<file path="config.mk">
export PLATFORM = sky130hd
export DESIGN_NAME = unpooler
export DESIGN_NICKNAME = d
export VERILOG_FILES = /design/src/rtl/unpooler.sv
export SDC_FILE = /design/constraint.sdc
export NUM_CORES = 1
export LEC_CHECK = 0
export BUFFER_PORTS_ARGS = -buffer_cell sky130_fd_sc_hd__clkbuf_2
export CAP_MARGIN = 20
export CORE_MARGIN = 4
export CORE_UTILIZATION = 56
export CTS_CLUSTER_SIZE = 8
export DETAILED_ROUTE_END_ITERATION = 7
export MAX_ROUTING_LAYER = met4
export PLACE_DENSITY = 0.78
export SYNTH_ARGS = -nofsm -noshare
export SYNTH_HDL_FRONTEND = slang
export SYNTH_SLANG_ARGS = --single-unit
</file>
<file path="constraint.sdc">
create_clock -name clk -period 5.05 [get_ports clk]
set_input_delay 0.2525 -clock clk [delete_from_list [all_inputs] [get_ports clk]]
set_output_delay 0.2525 -clock clk [all_outputs]
set_load 0.01 [all_outputs]
</file>
<file path="src/rtl/unpooler.sv">
// Nearest-neighbour upsampler: replicates each pooled value into a
// POOL_SIZE x POOL_SIZE block, replaying one buffered row per vertical copy.
module unpooler #(
  parameter int FMAP_SIZE  = 4,
  parameter int POOL_SIZE  = 2,
  parameter int DATA_WIDTH = 16
) (
  input  logic                  clk,
  input  logic                  master_rst,
  input  logic                  ce,
  input  logic [DATA_WIDTH-1:0] data_in,
  input  logic                  in_valid,
  output logic                  in_ready,
  output logic [DATA_WIDTH-1:0] data_out,
  output logic                  valid_op,
  output logic                  end_op
);

  localparam int W  = FMAP_SIZE / POOL_SIZE;
  localparam int HW = (POOL_SIZE > 1) ? $clog2(POOL_SIZE) : 1;
  localparam int CW = (W > 1) ? $clog2(W) : 1;
  localparam logic [HW-1:0] P_MAX = HW'(POOL_SIZE - 1);
  localparam logic [CW-1:0] W_MAX = CW'(W - 1);

  typedef enum logic {FILL, REPLAY} state_t;

  state_t r_state;
  state_t w_state_nx;

  logic [HW-1:0] r_hx;
  logic [HW-1:0] r_vy;
  logic [CW-1:0] r_col;
  logic [CW-1:0] r_row;
  logic [HW-1:0] w_hx_nx;
  logic [HW-1:0] w_vy_nx;
  logic [CW-1:0] w_col_nx;
  logic [CW-1:0] w_row_nx;

  logic [DATA_WIDTH-1:0] r_rowbuf [W];
  logic [DATA_WIDTH-1:0] r_hold;
  logic [DATA_WIDTH-1:0] w_pix;

  logic w_take;
  logic w_emit;
  logic w_end;
  logic w_hx_last;
  logic w_col_last;
  logic w_vy_last;
  logic w_row_last;

  assign in_ready = ce & (r_state == FILL) & (r_hx == '0) & ~master_rst;
  assign w_take   = in_ready & in_valid;

  assign w_hx_last  = (r_hx == P_MAX);
  assign w_col_last = (r_col == W_MAX);
  assign w_vy_last  = (r_vy == P_MAX);
  assign w_row_last = (r_row == W_MAX);

  // Only the first horizontal copy of a FILL row needs a fresh input.
  assign w_emit = ce & ((r_state == REPLAY) | (r_hx != '0) | in_valid);
  assign w_end  = w_emit & w_hx_last & w_col_last & w_vy_last & w_row_last;

  always_comb begin
    w_pix = r_hold;
    if (r_state == REPLAY) begin
      w_pix = r_rowbuf[r_col];
    end else if (r_hx == '0) begin
      w_pix = data_in;
    end
  end

  always_comb begin
    w_hx_nx    = r_hx;
    w_col_nx   = r_col;
    w_vy_nx    = r_vy;
    w_row_nx   = r_row;
    w_state_nx = r_state;
    if (w_emit) begin
      w_hx_nx = w_hx_last ? '0 : r_hx + 1'b1;
      if (w_hx_last) begin
        w_col_nx = w_col_last ? '0 : r_col + 1'b1;
        if (w_col_last) begin
          w_vy_nx    = w_vy_last ? '0 : r_vy + 1'b1;
          w_state_nx = w_vy_last ? FILL : REPLAY;
          if (w_vy_last) begin
            w_row_nx = w_row_last ? '0 : r_row + 1'b1;
          end
        end
      end
    end
  end

  always_ff @(posedge clk or posedge master_rst) begin
    if (master_rst) begin
      r_state <= FILL;
    end else begin
      r_state <= w_state_nx;
    end
  end

  always_ff @(posedge clk or posedge master_rst) begin
    if (master_rst) begin
      r_hx     <= '0;
      r_col    <= '0;
      r_vy     <= '0;
      r_row    <= '0;
      r_hold   <= '0;
      data_out <= '0;
      valid_op <= 1'b0;
      end_op   <= 1'b0;
    end else begin
      r_hx     <= w_hx_nx;
      r_col    <= w_col_nx;
      r_vy     <= w_vy_nx;
      r_row    <= w_row_nx;
      valid_op <= w_emit;
      end_op   <= w_end;
      if (w_take) begin
        r_hold <= data_in;
      end
      if (w_emit) begin
        data_out <= w_pix;
      end
    end
  end

  // Row buffer needs no reset: every slot is written before it is replayed.
  always_ff @(posedge clk) begin
    if (w_take) begin
      r_rowbuf[r_col] <= data_in;
    end
  end

endmodule

</file>
-- Word level (Yosys, flattened, before mapping)
Memory sizes are Yosys's and may differ from the RTL's.
Index checks and enable logic that the tools add are counted.
- input port bits: 20
- memories: 1
- output and inout port bits: 19
- memory bits (writable): 32
- register bits after elaboration: 39
- logic and storage cells: 40
- reduce and logical (&&, ||, !) cells: 3
- bitwise gates (word level): 14
- $add $sub $neg: 4
- multiplexer cells: 9
- memory list (memory ; depth ; bits a word ; read ports ; clocked after Yosys merged registers in ; write ports ; RTL line ; text):
    r_rowbuf ; 2 ; 16 ; 1 ; 0 ; 1 ; 39 ; logic [DATA_WIDTH-1:0] r_rowbuf [W];
- operators by type and width (cell ; number):
    two-way mux 16 bit ; 2
    AND 1 bit ; 9
    two-way mux 1 bit ; 7
    adder 1 bit (second input constant) ; 4
    AND reduction 4 bit ; 1
    inverter 1 bit ; 3
    AND reduction 3 bit ; 1
    bitwise OR 1 bit ; 2
    AND reduction 2 bit ; 1

-- Longest topological paths before layout
Gate-level depths: netlist of run 1.
- depth in word-level cells: 7
- depth in mapped cells: 5
- mapped depth without buffers: 3

-- Least setup slack after synthesis of run 1
Ideal clock, no wire load.
- path type: reg2reg
- from: reg r_state
- to: mem r_rowbuf[0][0], enable pin
- arrival: 1.863 ns
- library setup time: 0.388 ns
- buffers on the path: 1
- cell stages (with the launch flop): 5
- slack: 2.799 ns
- clock period less this slack: 2.251 ns
- data required time: 4.662 ns
- cell sequence: dfrtp_1 nor4b_4 nand2_2 buf_6 nor2_1
- longest elaborated chain between the ends: 7
- RTL lines (element ; RTL line ; text):
    start: declaration ; 27 ; state_t r_state;
    start signal: assignment ; 97 ; r_state <= w_state_nx;
    inverter 1 bit ; 51 ; assign in_ready = ce & (r_state == FILL) & (r_hx == '0) & ~master_rst;
    AND 1 bit (3 in a row) ; 51 ;
    named net in_ready ; 13 ; output logic in_ready,
    AND 1 bit ; 52 ; assign w_take = in_ready & in_valid;
    two-way mux 1 bit ; 129 ; if (w_take) begin
    two-way mux 1 bit (implied by the code) ; 130 ; r_rowbuf[r_col] <= data_in;
    end: declaration ; 39 ;
The timed path passes the listed nets, and every way through them passes these cells.

-- Final worst setup path of run 1
- from: reg r_hx
- to: mem r_rowbuf[0][8], enable pin
- longest elaborated chain between the ends: 6
- RTL lines (element ; RTL line ; text):
    start: declaration ; 30 ; logic [HW-1:0] r_hx;
    start signal: assignment ; 112 ; r_hx <= w_hx_nx;
    inverter 1 bit ; n/a ;
    AND 1 bit (2 in a row) ; 51 ;
    AND 1 bit ; 52 ;
    two-way mux 1 bit ; 129 ;
    two-way mux 1 bit (implied by the code) ; 130 ;
Every way passes these cells.

==> impl_results.md, run 1 <==
* Status: complete, no violations
* Final hold violations at 0
* Fillers at 386
* Post-cts resize count at 0
* Slew Limit Fails at 0
* Req. time, crit path at 5.07 ns
* CTS tree: built
* CTS Root Cell: clkbuf_8
* Antenna Violating Nets Remaining at 0
* Pwr Total at 1859 uW
* Total clock buffers created by CTS at 9
* F_max at 0.3668 GHz
* Worst-Margin Slew at 1.121 ns
* Period utilization at 53.99%
* Vias in the first global route at 1,736
* Unrepaired setup endpoints after global routing: no
* Synthesized area per cell at 15.41 um^2
* Syn Inst Count at 191
* Leading area contributor after synthesis: edfxtp_1
* Post-cts hold buffer count at 0
* Nets@finish at 253
* Headroom to the max-slew limit at 25.25%
* Max-Cap Viols at 0
* Global-route wire length before repair at 8756 um
* # IOs at 39
* Critical path data arrival time at 2.75 ns
* Register area share after synthesis at 64.97%
* Max VDD drop at 0.3089 mV
* CP Launch Type: flip-flop
* Clk slew on worst S/H paths at 0.07 ns
* IO Port Bufs at 38
* Critical path type: reg2reg
* Ant diodes at 0
* DR WL/cell at 17.20 um
* Ys Warns at 0
* Mapped Area at 2943 um^2
* Synthesized flop and latch total at 70
* Pwr Density at 554.5 nW/um^2
* Min cycle time layout at 2.726 ns
* Vias per cell at 5.312
* Total wire length at 5297 um
* Layout cells sized above 1 at 36.55%
* Setup violators final at 0
* Placeable Area at 5107 um^2
* Post CTS Setup Buffer Count at 0
* Setup TNS at 0 ns
* Synth top area cells: edfxtp_1 (33%), dfrtp_1 (32%), mux2i_1 (11%)
* Die Ht at 80.49 um
* DRT iter0 DRCs at 72
* Clk sinks at 70
* Drt drc at 0
* Final Skew at 0.007060 ns
* Die ar. at 6479 um^2
* Layout area overhead at 13.90%
* GPL Wtd Cong at 0.7491
* Clk_lat worst skew at 0.33 ns
* Die X at 80.49 um
* Setup crit end kind: flip-flop
* Total number of vias at 1,636
* Leak at 0.001489 uW
* # rows at 26
* Worst Path Max Fanout at 21
* Post-detail-place hpwl at 3456 um
* All-layer global routing usage at 19.06%
* Top cell type's share of synthesized area at 32.65%
* Netlist cell types at 20
* Mapped Nets at 211
* Initial antenna violation count at 0
* Clock Tree Buf Depth at 2
* GR Overflow Total at 0
* CTS H-Tree Depth at 3
* Largest net degree at the start of global routing at 22
* Initial Utilization at 57.62%
* Hold Crit Class: in2async
* DRT Pass-1 Iters at 4
-- per-stage QoR --
step	hold slack, ns	instance area [um^2]	util [%]	std cells	setup slack (ns)
after floorplan	0.3514	2943	-	191	2.799
after global placement	0.4106	3191	62.47	292	2.462
after detailed placement	0.4355	3191	62.47	292	2.362
after CTS	0.07535	3352	65.63	308	2.311
after global routing	0.1136	3352	65.63	308	2.146
final	0.07158	3352	65.63	308	2.324
-- cell type report --
cell class              instances  area [um^2]  share of cell area [%]
repair buffers                 41        212.7                   6.346
well taps                      70        87.58                   2.613
multi-input cells             109        970.9                   28.97
clock buffers                  15        156.4                   4.666
flip-flops and latches         70         1912                   57.04
clock inverters                 1        5.005                  0.1493
inverters                       2        7.507                  0.2240
-- critical path: stages (launching register included) --
cell,delay [ns]
dfrtp_1,0.80
nor4b_4,0.49
nand2_2,0.38
nor2_1,0.45
buf_4,0.30
-- placed cells by master, fill, tap and decap left out, drive strengths merged --
master | Yosys | layout
and3 | 3 | 3
buf | 7 | 3
clkbuf | 3 | 53
clkinv | 0 | 1
dfrtp | 38 | 38
edfxtp | 32 | 32
inv | 2 | 2
mux2 | 32 | 32
mux2i | 32 | 32
nand2 | 19 | 19
nor2 | 1 | 1
nor4b | 1 | 1
o21ai | 16 | 16
o31ai | 1 | 1
xnor2 | 3 | 3
xor2 | 1 | 1
-- worst paths after layout --
path	startpoint	endpoint	slack [ns]	cells after the start
worst min register to register	r_row	r_row	0.47	1
min in group clk	data_in[12]	r_rowbuf[0][12]	0.14	1
worst min-delay path	master_rst	r_col	0.07	2
max in group asynchronous	master_rst	r_hold[7]	4.21	3
worst max register to register	r_hx	r_rowbuf[0][8]	2.32	4
worst max-delay path	r_hx	r_rowbuf[0][8]	2.32	4
-- flip-flops by register name, summed over array words and instances, names as in the netlist --
| name | cells |
|---|---|
| r_state | 1 |
| r_rowbuf | 32 |
| r_row | 1 |
| r_col | 1 |
| data_out | 16 |
| valid_op | 1 |
| end_op | 1 |
| r_hold | 16 |
| r_hx | 1 |
-- where the power goes --
part	internal, uW	switching [uW]	total (uW)
clock network	192	188	381
logic	336	203	538
registers	749	191	940
-- cell usage after synthesis (all sizes together) --
cell type	instances
and3	3
buf	7
clkbuf	3
dfrtp	38
edfxtp	32
inv	2
mux2	32
mux2i	32
nand2	19
nor2	1
nor4b	1
o21ai	16
o31ai	1
xnor2	3
xor2	1
-- logic make-up (layout without fill, tap and decap cells) --
logic type | count (synthesis) | in the layout | synth area share, %
AOI/OAI and AO/OA | 17 | 17 | 3.146
xor gates and xnor gates | 4 | 4 | 1.191
buffers and inverters | 12 | 59 | 2.339
DFF | 70 | 70 | 64.97
muxes | 64 | 64 | 24.28
and+or+nand+nor | 24 | 24 | 4.081
-- layer usage --
metal,vias up,wire [um],track usage (%)
met3,12,194,3.587
li1,776,-,-
met1,813,2517,24.91
met5,-,0,-
met4,0,108,7.939
met2,35,2476,29.47
No activity file was read; power rests on OpenSTA's default activity.
==> run 2, diff against run 1 <==
- CORE_UTILIZATION: 56 -> 51
- PLACE_DENSITY: 0.78 -> 0.75
- clock period: 5.05 -> 2.5 ns (I/O delays scaled with it)
==> run 2 against run 1 <==
  * Final area is 3.9% higher
  * Routed wire length is 4.0% lower
  * Utilization is 2.8 points lower
  * Critical path depth stayed put
  * Clock skew hardly changed
  * Clock power is 130% higher
  * Register-to-register slack worse by 1.8 ns
  * Largest cell class unchanged
  * Sequential power is 86% higher
==> impl_results.md, run 2 (synthesis gave the netlist of run 1 again) <==
* Status: complete, no violations (unchanged)
* Placeable Area at 5540 um^2 (was 5107 um^2)
* Leak at 0.001562 uW (was 0.001489 uW)
* Largest delay share family, worst path: simple AND/OR/NAND/NOR gates (unchanged)
* Total number of vias at 1,619 (was 1,636)
* Vias per cell at 5.044 (was 5.312)
* Biggest registers after layout: r_rowbuf: 32 flops, data_out: 16 flops, r_hold: 16 flops (unchanged)
* Max reg flops at 32 (unchanged)
* Max-Cap Viols at 0 (unchanged)
* GRT met2 Usage at 25.31% (was 29.47%)
* Critical path data arrival time at 1.98 ns (was 2.75 ns)
* Period utilization at 77.67% (was 53.99%)
* CP max stage delay at 0.58 ns (was 0.80 ns)
* Total clock buffers created by CTS at 9 (unchanged)
* CP bufs+invs at 1 (unchanged)
* Placed inst area at 3238 um^2 (was 3191 um^2)
* Vias in the first global route at 1,691 (was 1,736)
* Nets@finish at 264 (was 253)
* Total wire length at 5084 um (was 5297 um)
* Final instance area at 3483 um^2 (was 3352 um^2)
* Req. time, crit path at 2.54 ns (was 5.07 ns)
* Clock Tree Buf Depth at 2 (unchanged)
* Setup TNS at 0 ns (unchanged)
* Hold Crit Class: in2reg (was in2async)
* # rows at 27 (was 26)
* Met1 Resource Use GR at 21.34% (was 24.91%)
* Final Skew at 0.006995 ns (was 0.007060 ns)
* Drt drc at 0 (unchanged)
* GR Overflow Total at 0 (unchanged)
* Worst Path Max Fanout at 12 (was 21)
* Post-cts resize count at 0 (unchanged)
* All-layer global routing usage at 16.83% (was 19.06%)
* CP Launch Type: flip-flop (unchanged)
* Initial Utilization at 53.12% (was 57.62%)
* Max VDD drop at 0.5220 mV (was 0.3089 mV)
* Critical path type: reg2reg (unchanged)
* Most frequent cells in the layout: dfrtp_1 (38), clkbuf_2 (38), mux2i_1 (32), edfxtp_1 (32), mux2_2 (23) (unchanged)
* CTS Root Cell: clkbuf_8 (unchanged)
* Pwr Density at 1109 nW/um^2 (was 554.5 nW/um^2)
* IO Port Bufs at 38 (unchanged)
* Min cycle time layout at 1.942 ns (was 2.726 ns)
* Setup crit end kind: flip-flop (unchanged)
* DRT Pass-1 Iters at 4 (unchanged)
* Post-detail-place hpwl at 3474 um (was 3456 um)
* Clk slew on worst S/H paths at 0.07 ns (about the same)
* Clk_lat worst skew at 0.34 ns (was 0.33 ns)
* Die ar. at 7049 um^2 (was 6479 um^2)
* Layout cells sized above 1 at 38.96% (was 36.55%)
* DR WL/cell at 15.84 um (was 17.20 um)
* Layout area overhead at 18.37% (was 13.90%)
* Die Ht at 83.96 um (was 80.49 um)
* Slowest cell on the critical path: dfrtp_1 (unchanged)
* CTS H-Tree Depth at 3 (unchanged)
* GPL Wtd Cong at 0.6969 (was 0.7491)
* Global-route wire length before repair at 8680 um (was 8756 um)
* Unrepaired setup endpoints after global routing: no (unchanged)
* Largest register by flop count: r_rowbuf (unchanged)
* Antenna Violating Nets Remaining at 0 (unchanged)
* Util after Layout at 62.87% (was 65.63%)
* Setup violators final at 0 (unchanged)
* Clk sinks at 70 (unchanged)
* Worst-Margin Slew at 0.5374 ns (was 1.121 ns)
* Final hold violations at 0 (unchanged)
* Ant diodes at 0 (unchanged)
* Post CTS Setup Buffer Count at 0 (unchanged)
* Largest net degree at the start of global routing at 26 (was 22)
* Headroom to the max-slew limit at 64.17% (was 25.25%)
* CTS tree: built (unchanged)
* # IOs at 39 (unchanged)
* M3 GR Usage at 4.146% (was 3.587%)
* F_max at 0.5150 GHz (was 0.3668 GHz)
* Slew Limit Fails at 0 (unchanged)
* DRT iter0 DRCs at 102 (was 72)
* Die X at 83.96 um (was 80.49 um)
* Grt peak-use layer: met2 (unchanged)
* Initial antenna violation count at 0 (unchanged)
* Critical-path cell list: nor4b_4, nand2_2, nor2_1, buf_4 (unchanged)
[run 2: cell count changes in the layout (fill, tap and decap cells not counted), sizes merged]
cell,previous run,this run
buf,3,9
clkbuf,53,51
clkinv,1,3
dlygate4sd3,0,5
[run 2: final cells by class]
class	count	area (um^2)
Fill cell	451	2057
Sequential cell	70	1912
Multi-Input combinational cell	109	970.9
Timing Repair Buffer	52	307.8
Clock buffer	13	180.2
Tap cell	72	90.09
Clock inverter	3	15.01
Inverter	2	7.507
[run 2: where the power goes]
part	switching (uW)	internal, uW
clock network	398	470
logic	546	703
registers	230	1520
[run 2: metal layers]
layer	part of all wire (%)	up-vias
li1	-	802
met1	45	782
met2	50	24
met3	3.0	11
met4	2.0	0
met5	0	-
[run 2: worst paths after layout]
path                                 start         endpoint  slack [ns]  depth (start not counted)
worst max-delay path                  r_hx  r_rowbuf[0][11]        0.56                          4
worst min-delay path            data_in[9]   r_rowbuf[1][9]        0.02                          1
worst max register to register        r_hx  r_rowbuf[0][11]        0.56                          4
worst min register to register       r_row            r_row        0.47                          1
max in group asynchronous       master_rst        r_hold[9]        1.34                          4
min in group asynchronous       master_rst     data_out[15]        0.41                          3
[run 2: metrics by stage]
| step | hold slack [ns] | std cells | total power [uW] | setup slack (ns) |
|---|---|---|---|---|
| floorplan | 0.2239 | 191 | 2683 | 0.2489 |
| CTS | 0.0002953 | 319 | 3922 | 0.5278 |
| detailed placement | 0.2314 | 300 | 3038 | 0.5427 |
| global route | 0.0003192 | 321 | 4139 | 0.3689 |
| finish | 0.01516 | 321 | 3864 | 0.5583 |
| global placement | 0.2251 | 300 | 3007 | 0.5825 |
[run 2: repair_timing]
item / 4_1_cts / 5_1_grt
endpoints found under the setup margin: 0 / 0
hold endpoints to repair: 16 / 3
hold buffers: 3 / 2
